--- src/rtl/instruction_fetch_pkg.sv ---
// Shared definitions for the instruction fetch unit.
// Holds the address and data widths, the opcode constants, the
// end-of-program marker, the fetch FSM state encodings and the fetch buffer
// entry type.
package instruction_fetch_pkg;

  localparam int PC_W    = 5;
  localparam int INSTR_W = 32;

  localparam logic [3:0] OP_ADD = 4'b0001;
  localparam logic [3:0] OP_SUB = 4'b0011;
  localparam logic [3:0] OP_LI  = 4'b0101;
  localparam logic [3:0] OP_BR  = 4'b0110;

  localparam logic [INSTR_W-1:0] END_OF_PROGRAM = 32'h0;

  // Fetch FSM state encodings
  typedef logic [1:0] fetch_state_t;
  localparam fetch_state_t ST_IDLE  = 2'd0;
  localparam fetch_state_t ST_FETCH = 2'd1;
  localparam fetch_state_t ST_HALT  = 2'd2;

  typedef struct packed {
    logic [PC_W-1:0]    pc;
    logic [INSTR_W-1:0] instr;
  } fetch_entry_t;

endpackage

--- src/rtl/instruction_fetch_buffer.sv ---
// fetch_buffer: 2-entry synchronous FIFO of {pc, instruction} entries.
// Ports:
//   clk, rst_n       clock, asynchronous active-low reset
//   flush_i          drop every entry (wins over push and pop)
//   push_i, entry_i  write one entry; the caller guarantees room
//   pop_i            remove the head; the caller guarantees valid_o
//   valid_o, full_o  occupancy flags
//   head_o           head entry, zero while empty
module fetch_buffer
  import instruction_fetch_pkg::*;
#(
  parameter int DEPTH = 2
) (
  input  logic         clk,
  input  logic         rst_n,
  input  logic         flush_i,
  input  logic         push_i,
  input  fetch_entry_t entry_i,
  input  logic         pop_i,
  output logic         valid_o,
  output logic         full_o,
  output fetch_entry_t head_o
);

  fetch_entry_t mem_q [2];
  logic         wr_ptr_q, rd_ptr_q;
  logic [1:0]   cnt_q;

  always_ff @(posedge clk or negedge rst_n) begin
    if (!rst_n) begin
      for (int i = 0; i < 2; i++) mem_q[i] <= '0;
      wr_ptr_q <= 1'b0;
      rd_ptr_q <= 1'b0;
      cnt_q    <= 2'd0;
    end else if (flush_i) begin
      wr_ptr_q <= 1'b0;
      rd_ptr_q <= 1'b0;
      cnt_q    <= 2'd0;
    end else begin
      if (push_i) begin
        mem_q[wr_ptr_q] <= entry_i;
        wr_ptr_q        <= ~wr_ptr_q;
      end
      if (pop_i) rd_ptr_q <= ~rd_ptr_q;
      cnt_q <= cnt_q + {1'b0, push_i} - {1'b0, pop_i};
    end
  end

  assign valid_o = (cnt_q != 2'd0);
  assign full_o  = (cnt_q == 2'(DEPTH));
  // Gate the head so stale entries never show up on an empty buffer.
  assign head_o  = valid_o ? mem_q[rd_ptr_q] : '0;

endmodule

--- src/rtl/instruction_fetch.sv ---
// instruction_fetch: sequential fetch unit feeding decode.
// Drives pc into a combinational instruction memory, queues fetched words in
// a 2-entry buffer and presents them over a valid/ready handshake.
// Ports:
//   clk, rst_n                  clock, asynchronous active-low reset
//   start                       begin fetching at RESET_PC (IDLE only)
//   pc / instruction            memory address out, memory data in
//   redirect_valid/redirect_pc  taken branch/jump target
//   out_valid/out_ready         decode handshake
//   out_instr/out_pc            head instruction and its address
//   halted                      end-of-program seen and buffer drained
//   busy                        FSM is in FETCH
module instruction_fetch
  import instruction_fetch_pkg::*;
#(
  parameter logic [4:0] RESET_PC = 5'd0,
  parameter int         DEPTH    = 2
) (
  input  logic               clk,
  input  logic               rst_n,
  input  logic               start,
  output logic [PC_W-1:0]    pc,
  input  logic [INSTR_W-1:0] instruction,
  input  logic               redirect_valid,
  input  logic [PC_W-1:0]    redirect_pc,
  output logic               out_valid,
  input  logic               out_ready,
  output logic [INSTR_W-1:0] out_instr,
  output logic [PC_W-1:0]    out_pc,
  output logic               halted,
  output logic               busy
);

  fetch_state_t    state_q, state_d;
  logic [PC_W-1:0] fetch_pc_q, fetch_pc_d;

  logic         buf_full, deq, redir, is_eop, room, enq;
  fetch_entry_t head;

  assign deq    = out_valid && out_ready;
  assign redir  = redirect_valid && (state_q != ST_IDLE);
  assign is_eop = (instruction == END_OF_PROGRAM);
  // A full buffer still has room when its head leaves this cycle.
  assign room   = !buf_full || deq;
  assign enq    = (state_q == ST_FETCH) && !redir && !is_eop && room;

  always_comb begin
    state_d    = state_q;
    fetch_pc_d = fetch_pc_q;
    if (redir) begin
      // Redirect outranks halt detection and any enqueue.
      state_d    = ST_FETCH;
      fetch_pc_d = redirect_pc;
    end else begin
      case (state_q)
        ST_IDLE: if (start) begin
          state_d    = ST_FETCH;
          fetch_pc_d = RESET_PC;
        end
        ST_FETCH: begin
          if (is_eop)   state_d    = ST_HALT;
          else if (enq) fetch_pc_d = fetch_pc_q + 5'd1;
        end
        default: ;
      endcase
    end
  end

  always_ff @(posedge clk or negedge rst_n) begin
    if (!rst_n) begin
      state_q    <= ST_IDLE;
      fetch_pc_q <= RESET_PC;
    end else begin
      state_q    <= state_d;
      fetch_pc_q <= fetch_pc_d;
    end
  end

  fetch_buffer #(.DEPTH(DEPTH)) u_buf (
    .clk     (clk),
    .rst_n   (rst_n),
    .flush_i (redir),
    .push_i  (enq),
    .entry_i ('{pc: fetch_pc_q, instr: instruction}),
    .pop_i   (deq),
    .valid_o (out_valid),
    .full_o  (buf_full),
    .head_o  (head)
  );

  assign pc        = fetch_pc_q;
  assign out_instr = head.instr;
  assign out_pc    = head.pc;
  assign halted    = (state_q == ST_HALT) && !out_valid;
  assign busy      = (state_q == ST_FETCH);

endmodule

--- config.mk ---
export PLATFORM = sky130hd
export DESIGN_NAME = instruction_fetch
export DESIGN_NICKNAME = d
export VERILOG_FILES = /design/src/rtl/instruction_fetch_pkg.sv /design/src/rtl/instruction_fetch_buffer.sv /design/src/rtl/instruction_fetch.sv
export SDC_FILE = /design/constraint.sdc
export NUM_CORES = 1
export LEC_CHECK = 0
export ABC_AREA = 1
export BUFFER_PORTS_ARGS = -buffer_cell sky130_fd_sc_hd__buf_2
export CORE_ASPECT_RATIO = 2
export CORE_MARGIN = 4
export CORE_UTILIZATION = 55
export CTS_CLUSTER_SIZE = 8
export DETAILED_ROUTE_END_ITERATION = 7
export HOLD_SLACK_MARGIN = 0.1
export PLACE_DENSITY_LB_ADDON = 0.1
export RECOVER_POWER = 100
export SYNTH_ARGS = -nofsm -noshare
export SYNTH_HDL_FRONTEND = slang
export SYNTH_SLANG_ARGS = --single-unit
--- constraint.sdc ---
create_clock -name clk -period 2.3 [get_ports clk]
set_input_delay 0 -clock clk [delete_from_list [all_inputs] [get_ports clk]]
set_output_delay 0 -clock clk [all_outputs]
set_load 0.01 [all_outputs]
==> impl_metrics.yaml <==
status:
  status: "completed"
layout:
  final_util_pct: 71.1
  nFillCells: 677
  regArea_um2: 2130
  nNetsFinal: 723
  area_delta_synth_final_pct: 24.5
  antenna_cells_inserted: 0
  area_used_by_multi_input_combinational_logic_um2: 1970
  instances_no_fill: 775
  layout-drive-gt1-share_pct: 11.6
logic_synthesis:
  postSynthNetCount: 615
  ys_warn_count: 0
  syn-cell-area_um2: 4370
  yosysUniqueCellTypes: 26
  synth_sequential_area_ratio_pct: 48.6
  post_syn_instances: 570
  postSynthRegisterBits: 85
  postSynthAreaPerCell_um2: 7.67
critical_path:
  worstPathCellList: "nor2_2 > clkbuf_2 > inv_1 > nor3_1 > clkbuf_1"
  cp.arrival_ns: 2.07
  worst_setup_path_end_kind: "output port"
  slowest_delay_ns: 0.73
  crit_slowest_cell: "clkbuf_2"
  required_ns: 2.30
  path_type_of_the_worst_setup_path: "flip-flop to output port"
  startpoint_type: "flip-flop"
  crit_fanout: 38
timing:
  max_freq_ghz: 0.484
  timing.clock.skew_ns: 0.00566
  fin_crit_sh_pct: 89.8
  min_period_ns: 2.07
  report.final.hold_viol_count: 0
  slew_viol_final: 0
  timing.slew.headroom_pct: 24.3
  setup_viol_count_final: 0
  setup_slack_ns: 0.235
  fin_tns_setup_ns: 0
  tightestPinTransition_ns: 1.14
  rsz0062_at_grt: "false"
drt:
  drtAntennaViolNets: 0
  firstDrtPassIters: 7
  post_drt_wl_per_cell_um: 16.0
  drc: 0
  routed_wl_mm: 12.4
  avgViaCountPerCell: 5.67
  detailedRoute.firstIterationViolations: 396
  dr_vias: 4398
floorplan:
  dieWidth_um: 71.1
  placement_rows: 45
  fp.dieH_um: 134
  top_level_pins: 87
  starting_density_of_the_core_pct: 57.1
  dieArea_um2: 9530
  fp.coreArea_um2: 7660
clock_network:
  cts_max_level: 3
  tritoncts_clock_tree: "done"
  cts-hold-fix-buffers: 40
  cts_num_sinks: 85
  insertion_delay_of_the_later_clocked_pin_in_the_worst_skew_pair_ns: 0.33
  clock-root-buffer: "clkbuf_16"
  post_cts.repair.setup_buffers: 0
  cts_inserted_buffers: 9
  clock_tree.buffer_depth: 2
  clk_transition_reported_paths_ns: 0.06
  cts_repair_resize_count: 0
place:
  place.port_buffers: 86
  place_ws_ns: 0.362
  dp.final_hpwl_mm: 7.77
  gp_routability_congestion: 0.819
  place.detailed.instances: 721
power_and_ir_drop:
  total_power_uw: 7090
  power.ir.vdd_worst_uv: 711
  cellPowerDensity_nw_per_um2: 1300
  cellLeakagePower_uw: 0.00272
grt:
  aggregate_global_route_resource_usage_pct: 27.3
  grt_start_max_net_pins: 46
  first_global_vias: 4432
  antenna_found_initial: 0
  total_grt_overflow: 0
  wire_length_of_the_first_global_routing_pass_mm: 20.8
min_path:
  holdCritPathClass: "input port to flip-flop"
flow_run:
  maxCapViolCount: 0
cell usage after synthesis (all sizes together):
master,number,area (um2)
nand2,257,965
dfrtp,85,2130
nand4,76,475
a21oi,38,190
nor2,29,140
clkbuf,25,93.8
buf,18,120
inv,14,52.6
nand3,11,77.6
o21ai,6,30.0
ha,3,37.5
a31o,2,17.5
xnor2,2,17.5
a22o,1,8.76
nor3,1,5.00
o22ai,1,6.26
xor2,1,8.76
worst paths after layout:
check	from	endpoint	slack, ns	cells past startpoint
max in group asynchronous	rst_n	u_buf.mem_q[62]	0.62	3
setup / recovery	u_buf.cnt_q[0]	halted	0.23	5
setup reg to reg	u_buf.cnt_q[0]	u_buf.mem_q[42]	0.32	6
hold / removal	out_ready	u_buf.rd_ptr_q	0.16	4
min in group asynchronous	rst_n	u_buf.mem_q[43]	0.43	2
hold reg to reg	u_buf.mem_q[67]	u_buf.mem_q[67]	0.47	2
per-layer routing:
metal / wire length, um / vias up / track usage, %
met1: 4750 / 2112 / 33.5
met2: 6630 / 159 / 46.6
met5: 0 / - / 0
li1: - / 2104 / -
met4: 334 / 0 / 11.3
met3: 682 / 23 / 4.95
per-stage QoR:
step,instance area [um2],hold slack [ns]
2_1_floorplan,4370,-0.296
3_3_place_gp,4830,0.0425
3_5_place_dp,4830,0.0446
4_1_cts,5530,0.173
5_1_grt,5440,0.201
6_report,5440,0.158
report_power, final:
group / total, uW / switching, uW / internal (uW)
clock: 1460 / 542 / 918
combinational: 3020 / 2040 / 977
sequential: 2610 / 440 / 2170
total: 7090 / 3030 / 4070
registers in the layout, indices dropped and copies added, names as in the netlist:
signal and cells:
pc 5, u_buf.rd_ptr_q 1, u_buf.cnt_q 2, u_buf.wr_ptr_q 1, u_buf.mem_q 74, state_q 2
placed cells by master, fill, tap and decap left out:
master           n
nand2_1        257
dfrtp_1         85
nand4_1         76
clkbuf_1        44
buf_2           42
dlygate4sd3_1   40
a21oi_1         38
nor2_1          25
inv_1           12
nand3_1         10
clkbuf_16        9
buf_4            9
o21ai_0          4
clkbuf_2         4
ha_1             3
clkbuf_8         3
inv_2            2
nor2_4           2
xnor2_1          2
o21ai_1          2
a31o_2           2
clkbuf_4         2
nor2_2           1
nor2_8           1
xor2_1           1
nor3_1           1
o22ai_1          1
a22o_1           1
nand3_4          1
bufinv_16        1
logic make-up (layout without fill, tap and decap cells):
| group | after synthesis | count (layout) | synth area share, % |
|---|---|---|---|
| fa+ha+maj | 3 | 3 | 0.858 |
| compound gates | 48 | 48 | 5.78 |
| flops | 85 | 85 | 48.6 |
| xor+xnor | 3 | 3 | 0.601 |
| simple gates | 374 | 374 | 38.0 |
| buf+inv | 57 | 168 | 6.09 |
worst max-delay path: cells and delay by family (launching register included):
kind | cells | cell delay [ns]
buf+inv | 3 | 1.04
flops | 1 | 0.40
simple gates | 2 | 0.29
cell type report:
| cell class | count | share of cell area (%) |
|---|---|---|
| clock inverters | 1 | 0.552 |
| multi-input cells | 428 | 36.2 |
| flip-flops and latches | 85 | 39.1 |
| well taps | 94 | 2.16 |
| inverters | 14 | 0.965 |
| clock buffers | 13 | 4.96 |
| repair buffers | 140 | 16.1 |
Power figures use the tool's default switching activity.
